`src/rtl/irq_sched_pkg.sv`:
```
`default_nettype none
// ============================================================================
//  Module      : irq_sched_pkg
//  Description : Shared constants for the machine-mode interrupt scheduler.
//                It holds the mcause codes for the three interrupt classes
//                and the 2-bit encoding of the handshake FSM states.
//  Revision    : 1.0 - initial release
// ============================================================================
package irq_sched_pkg;

    // mcause interrupt codes, also used as the class tag of a request
    localparam logic [3:0] IRQ_CODE_MEI = 4'd11;
    localparam logic [3:0] IRQ_CODE_MSI = 4'd3;
    localparam logic [3:0] IRQ_CODE_MTI = 4'd7;

    // Request / acknowledge / mret handshake states
    typedef enum logic [1:0] {
        ST_IDLE    = 2'b00,
        ST_REQ     = 2'b01,
        ST_SERVICE = 2'b10
    } irq_state_e;

endpackage : irq_sched_pkg
`default_nettype wire

```
`src/rtl/irq_prio_enc.sv`:
```
`default_nettype none
// ============================================================================
//  Module      : irq_prio_enc
//  Description : Parameterised lowest-index priority encoder.
//                req_i   - request vector (N bits)
//                idx_o   - index of the lowest set bit, 0 when none is set
//                valid_o - at least one request bit is set
//  Revision    : 1.0 - initial release
// ============================================================================
module irq_prio_enc #(
    parameter int N = 4,
    parameter int W = 4
) (
    input  logic [N-1:0] req_i,
    output logic [W-1:0] idx_o,
    output logic         valid_o
);

    // Scan from the top down so that the lowest set index is written last.
    always_comb begin
        idx_o   = '0;
        valid_o = |req_i;
        for (int i = N - 1; i >= 0; i--) begin
            if (req_i[i]) begin
                idx_o = W'(i);
            end
        end
    end

endmodule : irq_prio_enc
`default_nettype wire

```
`src/rtl/irq_sched.sv`:
```
`default_nettype none
// ============================================================================
//  Module      : irq_sched
//  Description : Machine-mode interrupt scheduler. Latches rising edges on the
//                external lines, masks timer / software / external classes
//                with the CSR enables, selects one winner (MEI > MSI > MTI,
//                lowest external index first) and runs a req/ack handshake
//                with the exception unit, holding off until mret.
//  Ports       : clk_i, reset_i (async, active high)
//                lic_timer_interrupt_i, lic_sw_interrupt_i - level sources
//                ext_irq_i[NEXT]       - edge-triggered external lines
//                csr_*_i               - global and per-class enables
//                excp_irq_ack_i        - trap taken (pulse, honoured in REQ)
//                excp_mret_i           - mret retired (pulse, honoured in SERVICE)
//                irq_req_o, irq_code_o, irq_ext_id_o - request to exception unit
//                ext_pending_o         - latched external pending bits
//                irq_in_service_o      - handler active
//  Revision    : 1.0 - initial release
// ============================================================================
module irq_sched
    import irq_sched_pkg::*;
#(
    parameter int NEXT = 4,
    parameter int IDW  = 4
) (
    input  logic            clk_i,
    input  logic            reset_i,
    input  logic            lic_timer_interrupt_i,
    input  logic            lic_sw_interrupt_i,
    input  logic [NEXT-1:0] ext_irq_i,
    input  logic            csr_mstatus_mie_i,
    input  logic            csr_mie_mtie_i,
    input  logic            csr_mie_msie_i,
    input  logic            csr_mie_meie_i,
    input  logic            excp_irq_ack_i,
    input  logic            excp_mret_i,
    output logic            irq_req_o,
    output logic [3:0]      irq_code_o,
    output logic [IDW-1:0]  irq_ext_id_o,
    output logic [NEXT-1:0] ext_pending_o,
    output logic            irq_in_service_o
);

    irq_state_e      state_q;
    logic            irq_req_q;
    logic [3:0]      irq_code_q;
    logic [IDW-1:0]  irq_ext_id_q;
    logic            in_service_q;

    logic [NEXT-1:0] ext_prev_q;
    logic [NEXT-1:0] ext_pend_q;
    logic [NEXT-1:0] ext_pend_d;
    logic [NEXT-1:0] ext_set;
    logic [NEXT-1:0] ext_clr;

    logic            enc_valid;
    logic [IDW-1:0]  enc_id;

    logic            mei_elig;
    logic            msi_elig;
    logic            mti_elig;
    logic            any_elig;
    logic [3:0]      sel_code;
    logic [IDW-1:0]  sel_id;
    logic            cap_elig;
    logic            ack_take;

    irq_prio_enc #(
        .N (NEXT),
        .W (IDW)
    ) u_ext_enc (
        .req_i   (ext_pend_q),
        .idx_o   (enc_id),
        .valid_o (enc_valid)
    );

    assign mei_elig = enc_valid & csr_mie_meie_i & csr_mstatus_mie_i;
    assign msi_elig = lic_sw_interrupt_i & csr_mie_msie_i & csr_mstatus_mie_i;
    assign mti_elig = lic_timer_interrupt_i & csr_mie_mtie_i & csr_mstatus_mie_i;
    assign any_elig = mei_elig | msi_elig | mti_elig;
    assign ack_take = (state_q == ST_REQ) & excp_irq_ack_i;

    // Fixed-priority class selection; the external id is only meaningful for MEI.
    always_comb begin
        sel_code = IRQ_CODE_MTI;
        sel_id   = '0;
        if (mei_elig) begin
            sel_code = IRQ_CODE_MEI;
            sel_id   = enc_id;
        end else if (msi_elig) begin
            sel_code = IRQ_CODE_MSI;
        end
    end

    // Is the class captured for the outstanding request still eligible?
    always_comb begin
        cap_elig = 1'b0;
        case (irq_code_q)
            IRQ_CODE_MEI: cap_elig = mei_elig;
            IRQ_CODE_MSI: cap_elig = msi_elig;
            IRQ_CODE_MTI: cap_elig = mti_elig;
            default:      cap_elig = 1'b0;
        endcase
    end

    // Pending update: clear the acknowledged line, then OR in new edges so a
    // fresh edge in the ack cycle is not lost.
    always_comb begin
        ext_set = ext_irq_i & ~ext_prev_q;
        ext_clr = '0;
        for (int i = 0; i < NEXT; i++) begin
            if (ack_take && (irq_code_q == IRQ_CODE_MEI) && (irq_ext_id_q == IDW'(i))) begin
                ext_clr[i] = 1'b1;
            end
        end
        ext_pend_d = (ext_pend_q & ~ext_clr) | ext_set;
    end

    always_ff @(posedge clk_i or posedge reset_i) begin
        if (reset_i) begin
            ext_prev_q <= '0;
            ext_pend_q <= '0;
        end else begin
            ext_prev_q <= ext_irq_i;
            ext_pend_q <= ext_pend_d;
        end
    end

    // Handshake FSM with registered outputs. Code and id are frozen on entry
    // to REQ so a later higher-priority source cannot disturb the handshake.
    always_ff @(posedge clk_i or posedge reset_i) begin
        if (reset_i) begin
            state_q      <= ST_IDLE;
            irq_req_q    <= 1'b0;
            irq_code_q   <= 4'd0;
            irq_ext_id_q <= '0;
            in_service_q <= 1'b0;
        end else begin
            case (state_q)
                ST_IDLE: begin
                    if (any_elig) begin
                        state_q      <= ST_REQ;
                        irq_req_q    <= 1'b1;
                        irq_code_q   <= sel_code;
                        irq_ext_id_q <= sel_id;
                    end
                end
                ST_REQ: begin
                    // Ack takes precedence over a simultaneous withdraw.
                    if (excp_irq_ack_i) begin
                        state_q      <= ST_SERVICE;
                        irq_req_q    <= 1'b0;
                        in_service_q <= 1'b1;
                    end else if (!cap_elig) begin
                        state_q      <= ST_IDLE;
                        irq_req_q    <= 1'b0;
                    end
                end
                ST_SERVICE: begin
                    if (excp_mret_i) begin
                        state_q      <= ST_IDLE;
                        in_service_q <= 1'b0;
                    end
                end
                default: begin
                    state_q      <= ST_IDLE;
                    irq_req_q    <= 1'b0;
                    in_service_q <= 1'b0;
                end
            endcase
        end
    end

    assign irq_req_o        = irq_req_q;
    assign irq_code_o       = irq_code_q;
    assign irq_ext_id_o     = irq_ext_id_q;
    assign ext_pending_o    = ext_pend_q;
    assign irq_in_service_o = in_service_q;

endmodule : irq_sched
`default_nettype wire

```
`config.mk`:
```
export PLATFORM = sky130hd
export DESIGN_NAME = irq_sched
export DESIGN_NICKNAME = d
export VERILOG_FILES = /design/src/rtl/irq_sched_pkg.sv /design/src/rtl/irq_prio_enc.sv /design/src/rtl/irq_sched.sv
export SDC_FILE = /design/constraint.sdc
export NUM_CORES = 1
export LEC_CHECK = 0
export CAP_MARGIN = 20
export CORE_ASPECT_RATIO = 1.2
export CORE_UTILIZATION = 40
export DETAILED_ROUTE_END_ITERATION = 6
export GPL_ROUTABILITY_DRIVEN = 1
export PLACE_DENSITY = 0.72
export SLEW_MARGIN = 20
export SYNTH_ARGS = -nofsm -noshare
export SYNTH_HDL_FRONTEND = slang
export SYNTH_SLANG_ARGS = --single-unit
```
`constraint.sdc`:
```
create_clock -name clk_i -period 3.3 [get_ports clk_i]
set_clock_uncertainty 0.1 [all_clocks]
set_input_delay 0.99 -clock clk_i [delete_from_list [all_inputs] [get_ports clk_i]]
set_output_delay 0.99 -clock clk_i [all_outputs]
set_load 0.02 [all_outputs]
```
* Yosys cells after proc, flatten, opt, wreduce, memory -nomap -nowiden
Cells that the tools add are included.
** Storage, ports and cells
- Bits in registers :: 20
- Output and inout bits :: 14
- Input bits :: 14
- Word-level logic and storage cells :: 71
** Operators by class
- Muxes and demuxes :: 24
- Equal/unequal tests :: 12
- Reductions and logical operators :: 12
- Bitwise gates (word level) :: 16
** Operators by type and width (count)
- $mux 2 :: 8
- $eq 4x2->1 const B :: 3
- $mux 1 :: 9
- $pmux 1 s3 :: 3
- $reduce_and 3->1 :: 3
- $and 4x4->4 :: 2
- $mux 4 :: 2
- $not 4->4 :: 2
- $and 1x1->1 :: 7
- $ne 2x2->1 const B :: 3
- $pmux 2 s3 :: 1
- $logic_and 1x1->1 :: 5
- $eq 4x1->1 const B :: 1
- $eq 4x3->1 const B :: 1
- $eq 4x4->1 const B :: 1
- $logic_not 4->1 :: 1
- $or 4x4->4 :: 1
- $reduce_or 4->1 :: 1
- $mux 3 :: 1
- $ne 3x3->1 const B :: 1
- $eq 2x1->1 const B :: 1
- $eq 2x2->1 const B :: 1
- $logic_not 2->1 :: 1
- $not 1->1 :: 2
- 2 further kinds :: 3

* Longest topological paths before layout
- Depth after elaboration :: 8
- Mapped depth :: 4
- Depth with buffers taken out :: 4

* By module
Synthesis repeated with hierarchy kept, for this count alone.
** Second synthesis, totals
- Cell total of the unflattened synthesis :: 92
- Area, all modules :: 870.8 sq um
** Modules (own cells, without submodules)
- irq_sched :: cells each 82, sequential area each 475.5 sq um, times used 1, area each 817.0 sq um
- irq_prio_enc :: cells each 10, sequential area each 0.0 sq um, times used 1, area each 53.8 sq um

* Least setup slack after synthesis
Ideal clock, no wire load.
- Path type :: in2reg
- Start point :: input port lic_sw_interrupt_i
- End point :: register irq_code_q[3] (netlist: irq_code_o[3])
- Setup time :: 0.128 ns
- Required time :: 3.072 ns
- Path buffers :: 0
- Path slack :: 1.339 ns
- Stages on the path :: 4
- Data arrival time :: 1.733 ns
- Cells stage by stage :: nand2_1 -> a21boi_0 -> o21ai_4 -> mux2_1
** On the way
- Cells in the longest elaborated chain, start to end :: 5
** Ends and longest elaborated chain
- start: declaration :: line irq_sched.sv:29 : input logic lic_sw_interrupt_i,
- $and 1x1->1 (2 in a row) :: line irq_sched.sv:78 : assign msi_elig = lic_sw_interrupt_i & csr_mie_msie_i & csr_mstatus_mie_i;
- $or 1x1->1 (2 in a row) :: line irq_sched.sv:80 : assign any_elig = mei_elig | msi_elig | mti_elig;
- $reduce_and 2->1 (no source line)
- end signal: assignment :: line irq_sched.sv:144 : irq_code_q <= sel_code;
- end: declaration :: line irq_sched.sv:46 : logic [3:0] irq_code_q;
Every way passes these cells.
A chain may end at the register's enable or synchronous reset.

* Worst setup path in the final report
- Start point :: register ext_pend_q[0] (netlist: ext_pending_o[0])
- End point :: output port ext_pending_o[0]
** RTL lines
- start: declaration :: line irq_sched.sv:51 : logic [NEXT-1:0] ext_pend_q;
- start signal: assignment :: line irq_sched.sv:125 : ext_pend_q <= ext_pend_d;
- end: declaration :: line irq_sched.sv:40 : output logic [NEXT-1:0] ext_pending_o,
No word-level cell between the ends.

==> summary.txt <==
Synth
  – EDFF count, synth: 0
  – Syn Std Cell Area: slightly above 800 um^2
  – Synth Area in Simple Gates: around 18%
  – Cells after synthesis: 76
  – Post-synthesis cell type count: 27
  – Main combinational cell family by area after synthesis: compound AO/OA/AOI/OAI gates
  – Seq cells post-synth: 17
  – Sequential fraction of the synthesis area: between 50% and 60%
  – Number of warnings issued by yosys: 0
  – Share of async-settable or async-resettable flops after synthesis: 100%
  – Compound-gate portion of the synthesized area: between 10% and 20%
  – Area share of fa/ha/maj cells after synthesis: 0%
  – Post-synthesis area per instance: roughly 11 um^2
  – Multiplexer share of the synthesized area: under 10%
  – Xor/xnor share of the synthesized area: 0%
  – Main synth FF type: sky130_fd_sc_hd__dfrtp_1

STA
  – Relative slew margins: a little under three fifths
  – Setup ws final: a little under 0.8 ns
  – RSZ-0062 raised after global routing: no
  – Transition time at the pin with the least slew margin: around 0.64 ns
  – Setup TNS: 0 ns
  – Number of endpoints failing setup at the final stage: 0
  – Hold Violations, Final: 0
  – Post-route clock period utilization: approximately three quarters
  – FMAX: 396 MHz
  – Period minus WS final: 2.52 ns
  – Final-report max-slew violation count: 0
  – Final hold slack: approximately 0.32 ns

Setup path
  – Cell breakdown of the critical path: clkdlybuf4s50_1
  – Worst path arrival time: 1.43 ns
  – Crit Path Max Fanout: 6
  – Worst Reg-to-Reg Cells: 4
  – Kind of critical path: register to output pin
  – Worst path depth: 1
  – Launching element of the worst setup path: ext_pending_o[0]
  – Capturing point of the worst reg2reg path: irq_ext_id_o[1]
  – Critical path's top delay family: buffers and inverters
  – Reg-to-reg slack, setup: approximately 1.5 ns
  – Buffers & Inverters on Critical Path: 1
  – Delay of the slowest cell on the worst path: 0.65 ns
  – Crit-path slowest cell: sky130_fd_sc_hd__clkdlybuf4s50_1
  – Type of element capturing the critical path: output pin
  – Critical path required time: approximately 2.2 ns
  – Worst R2R Start: ext_pending_o[3]
  – CP endpoint: ext_pending_o[0]
  – Launching element type of the critical path: register

Global route
  – Most heavily used metal layer in global routing: met2
  – Global routing usage summed across all routing layers: between 10% and 20%
  – Maximum number of pins on one net before global-route repair: 18
  – GR met3 Demand/Resource: under 10%
  – Number of antenna violations at the first check in global routing: 0
  – Met1 track utilization from global routing: a little under a quarter
  – First-pass GRT wire length: about 2800 um
  – Fraction of met2 tracks used by global routing: 27.8%
  – Number of global-route vias before repair: approximately 640
  – Remaining Overflow, GRT: 0

Clock network
  – Buffers inserted during post-CTS setup optimization: 0
  – Gates resized, CTS repair: 0
  – Maximum level of the CTS H-tree: 1
  – Number of buffers on the longest clock path: 2
  – Num CTS Buffers: 3
  – Cts hold-fix bufs: 0
  – Root cell of the clock tree: sky130_fd_sc_hd__clkbuf_4
  – Later-pin clock latency in the skew report: a little under 0.3 ns
  – Clock-pin slew on the worst setup and hold paths: around 0.10 ns
  – TritonCTS clock tree: built
  – Total number of clock tree sinks: 17

Power
  – Static Leakage: around 0.47 nW
  – Total power per unit cell area: 500 mW/mm^2
  – Total Power: ~0.54 mW
  – Max VDD drop: 291 uV

Placement
  – Routability cong.: ~0.8
  – Placement-stage cell area: approximately 0.0011 mm^2
  – Instance count after placement with tap cells included: between 100 and 150
  – Port Buffers: 25
  – Worst-case setup slack after placement: 0.688 ns
  – Post-detailed-placement half-perimeter wirelength: about 1300 um

Run
  – Number of violations of the max-capacitance limit: 0

Detailed routing
  – Total via count in the routed design: 662
  – DRT iter0 DRCs: 17
  – Via density: 5.43
  – DRT Pass-1 Iters: 4
  – Number of nets with antenna violations after detailed routing: 0
  – Remaining DRCs: 0
  – Wire length per cell after detailed routing: ~14 um
  – Sum of routed wire length over all layers: between 1500 and 2000 um

Cells and area
  – Fill cell count: about 180
  – Filler-free cell count of the finished design: approximately 120
  – Fraction of layout cells with a size suffix above 1: approximately a tenth
  – Ant. Diodes: 0
  – Layout Area Growth over Synthesis: 35.0%
  – Commonest non-fill, non-tap cells in the layout: sky130_fd_sc_hd__clkdlybuf4s50_1, sky130_fd_sc_hd__dfrtp_1, sky130_fd_sc_hd__inv_1, sky130_fd_sc_hd__nand2_1, sky130_fd_sc_hd__nand3_1
  – Final core occ: around three fifths
  – Commonest non-fill, non-tap cell in the layout: sky130_fd_sc_hd__clkdlybuf4s50_1
  – Nets: 118
  – Fin area: 0.00109 mm^2

Min path
  – Min-Delay Path Class: register to register
  – Worst Hold Depth: 1

Die
  – Site row count: 17
  – Y dimension of the die: between 50 and 60 um
  – Die Footprint: ~0.0022 mm^2
  – Starting Density: a little over two fifths
  – Die outline width: roughly 43 um
  – Area of the placeable core: between 0.0015 and 0.002 mm^2
  – Number of ports placed on the die boundary: 28

Run status
  – Run status: finished clean
[per-layer routing]
metal	vias up	wire length [um]
met5	-	0
met4	0	17
met3	2	73
met2	16	844
met1	324	789
li1	320	-
[power by group]
part           internal, mW  switching [mW]  leakage (nW)
Sequential            0.238          0.0304         0.193
Clock                0.0451          0.0669        0.0177
Combinational        0.0801          0.0843         0.257
Total                 0.363           0.182         0.467
[Yosys cell counts (2+ instances only)]
| library cell | n | share of area, % |
|---|---|---|
| sky130_fd_sc_hd__o21ai_1 | 4 | 2.5 |
| sky130_fd_sc_hd__nand3_1 | 5 | 3.1 |
| sky130_fd_sc_hd__a22o_1 | 2 | 2.2 |
| sky130_fd_sc_hd__nand2_1 | 7 | 3.3 |
| sky130_fd_sc_hd__buf_4 | 3 | 2.8 |
| sky130_fd_sc_hd__or4_1 | 2 | 1.9 |
| sky130_fd_sc_hd__inv_1 | 8 | 3.7 |
| sky130_fd_sc_hd__nand2b_1 | 3 | 2.3 |
| sky130_fd_sc_hd__mux2_2 | 2 | 2.8 |
| sky130_fd_sc_hd__a21oi_1 | 3 | 1.9 |
| sky130_fd_sc_hd__nor2_1 | 2 | 0.93 |
| sky130_fd_sc_hd__o21ai_0 | 3 | 1.9 |
| sky130_fd_sc_hd__nor3_1 | 2 | 1.2 |
| sky130_fd_sc_hd__dfrtp_1 | 17 | 53 |
[final cells by class]
class / instances / area (um^2) / share of cell area (%)
inverter: 8 / 30.0 / 2.76
tap: 19 / 23.8 / 2.18
timing repair buffer: 25 / 250 / 23.0
clock inverter: 1 / 5.00 / 0.459
multi-input combinational: 49 / 333 / 30.5
sequential: 17 / 425 / 39.0
clock buffer: 3 / 22.5 / 2.07
[worst min path at each step]
stage,end,startpoint
after floorplan,ext_pending_o[0],ext_prev_q[0]
after global placement,ext_pending_o[2],ext_prev_q[2]
after detailed placement,ext_pending_o[2],ext_prev_q[2]
after CTS,ext_pending_o[2],ext_prev_q[2]
after global routing,ext_pending_o[0],ext_prev_q[0]
final,ext_pending_o[2],ext_prev_q[2]
[worst register-to-register path, delay by kind of cell (launching register included)]
| kind | cells | cell delay (ns) |
|---|---|---|
| AOI/OAI and AO/OA | 2 | 0.56 |
| DFF | 1 | 0.43 |
| muxes | 1 | 0.36 |
| and+or+nand+nor | 1 | 0.28 |
[kinds of logic (layout without fill, tap and decap cells)]
logic type,after synthesis,after routing
muxes,3,3
and+or+nand+nor,26,26
AOI/OAI and AO/OA,18,18
DFF,17,17
other,1,2
buffers and inverters,11,37
[state kept, by name (all words and copies together), names as in the netlist]
name / cells
ext_pending_o: 4
ext_prev_q: 4
irq_code_o: 3
irq_ext_id_o: 2
irq_in_service_o: 1
irq_req_o: 1
state_q: 2
Note: power is estimated with default switching activity, not from simulation.
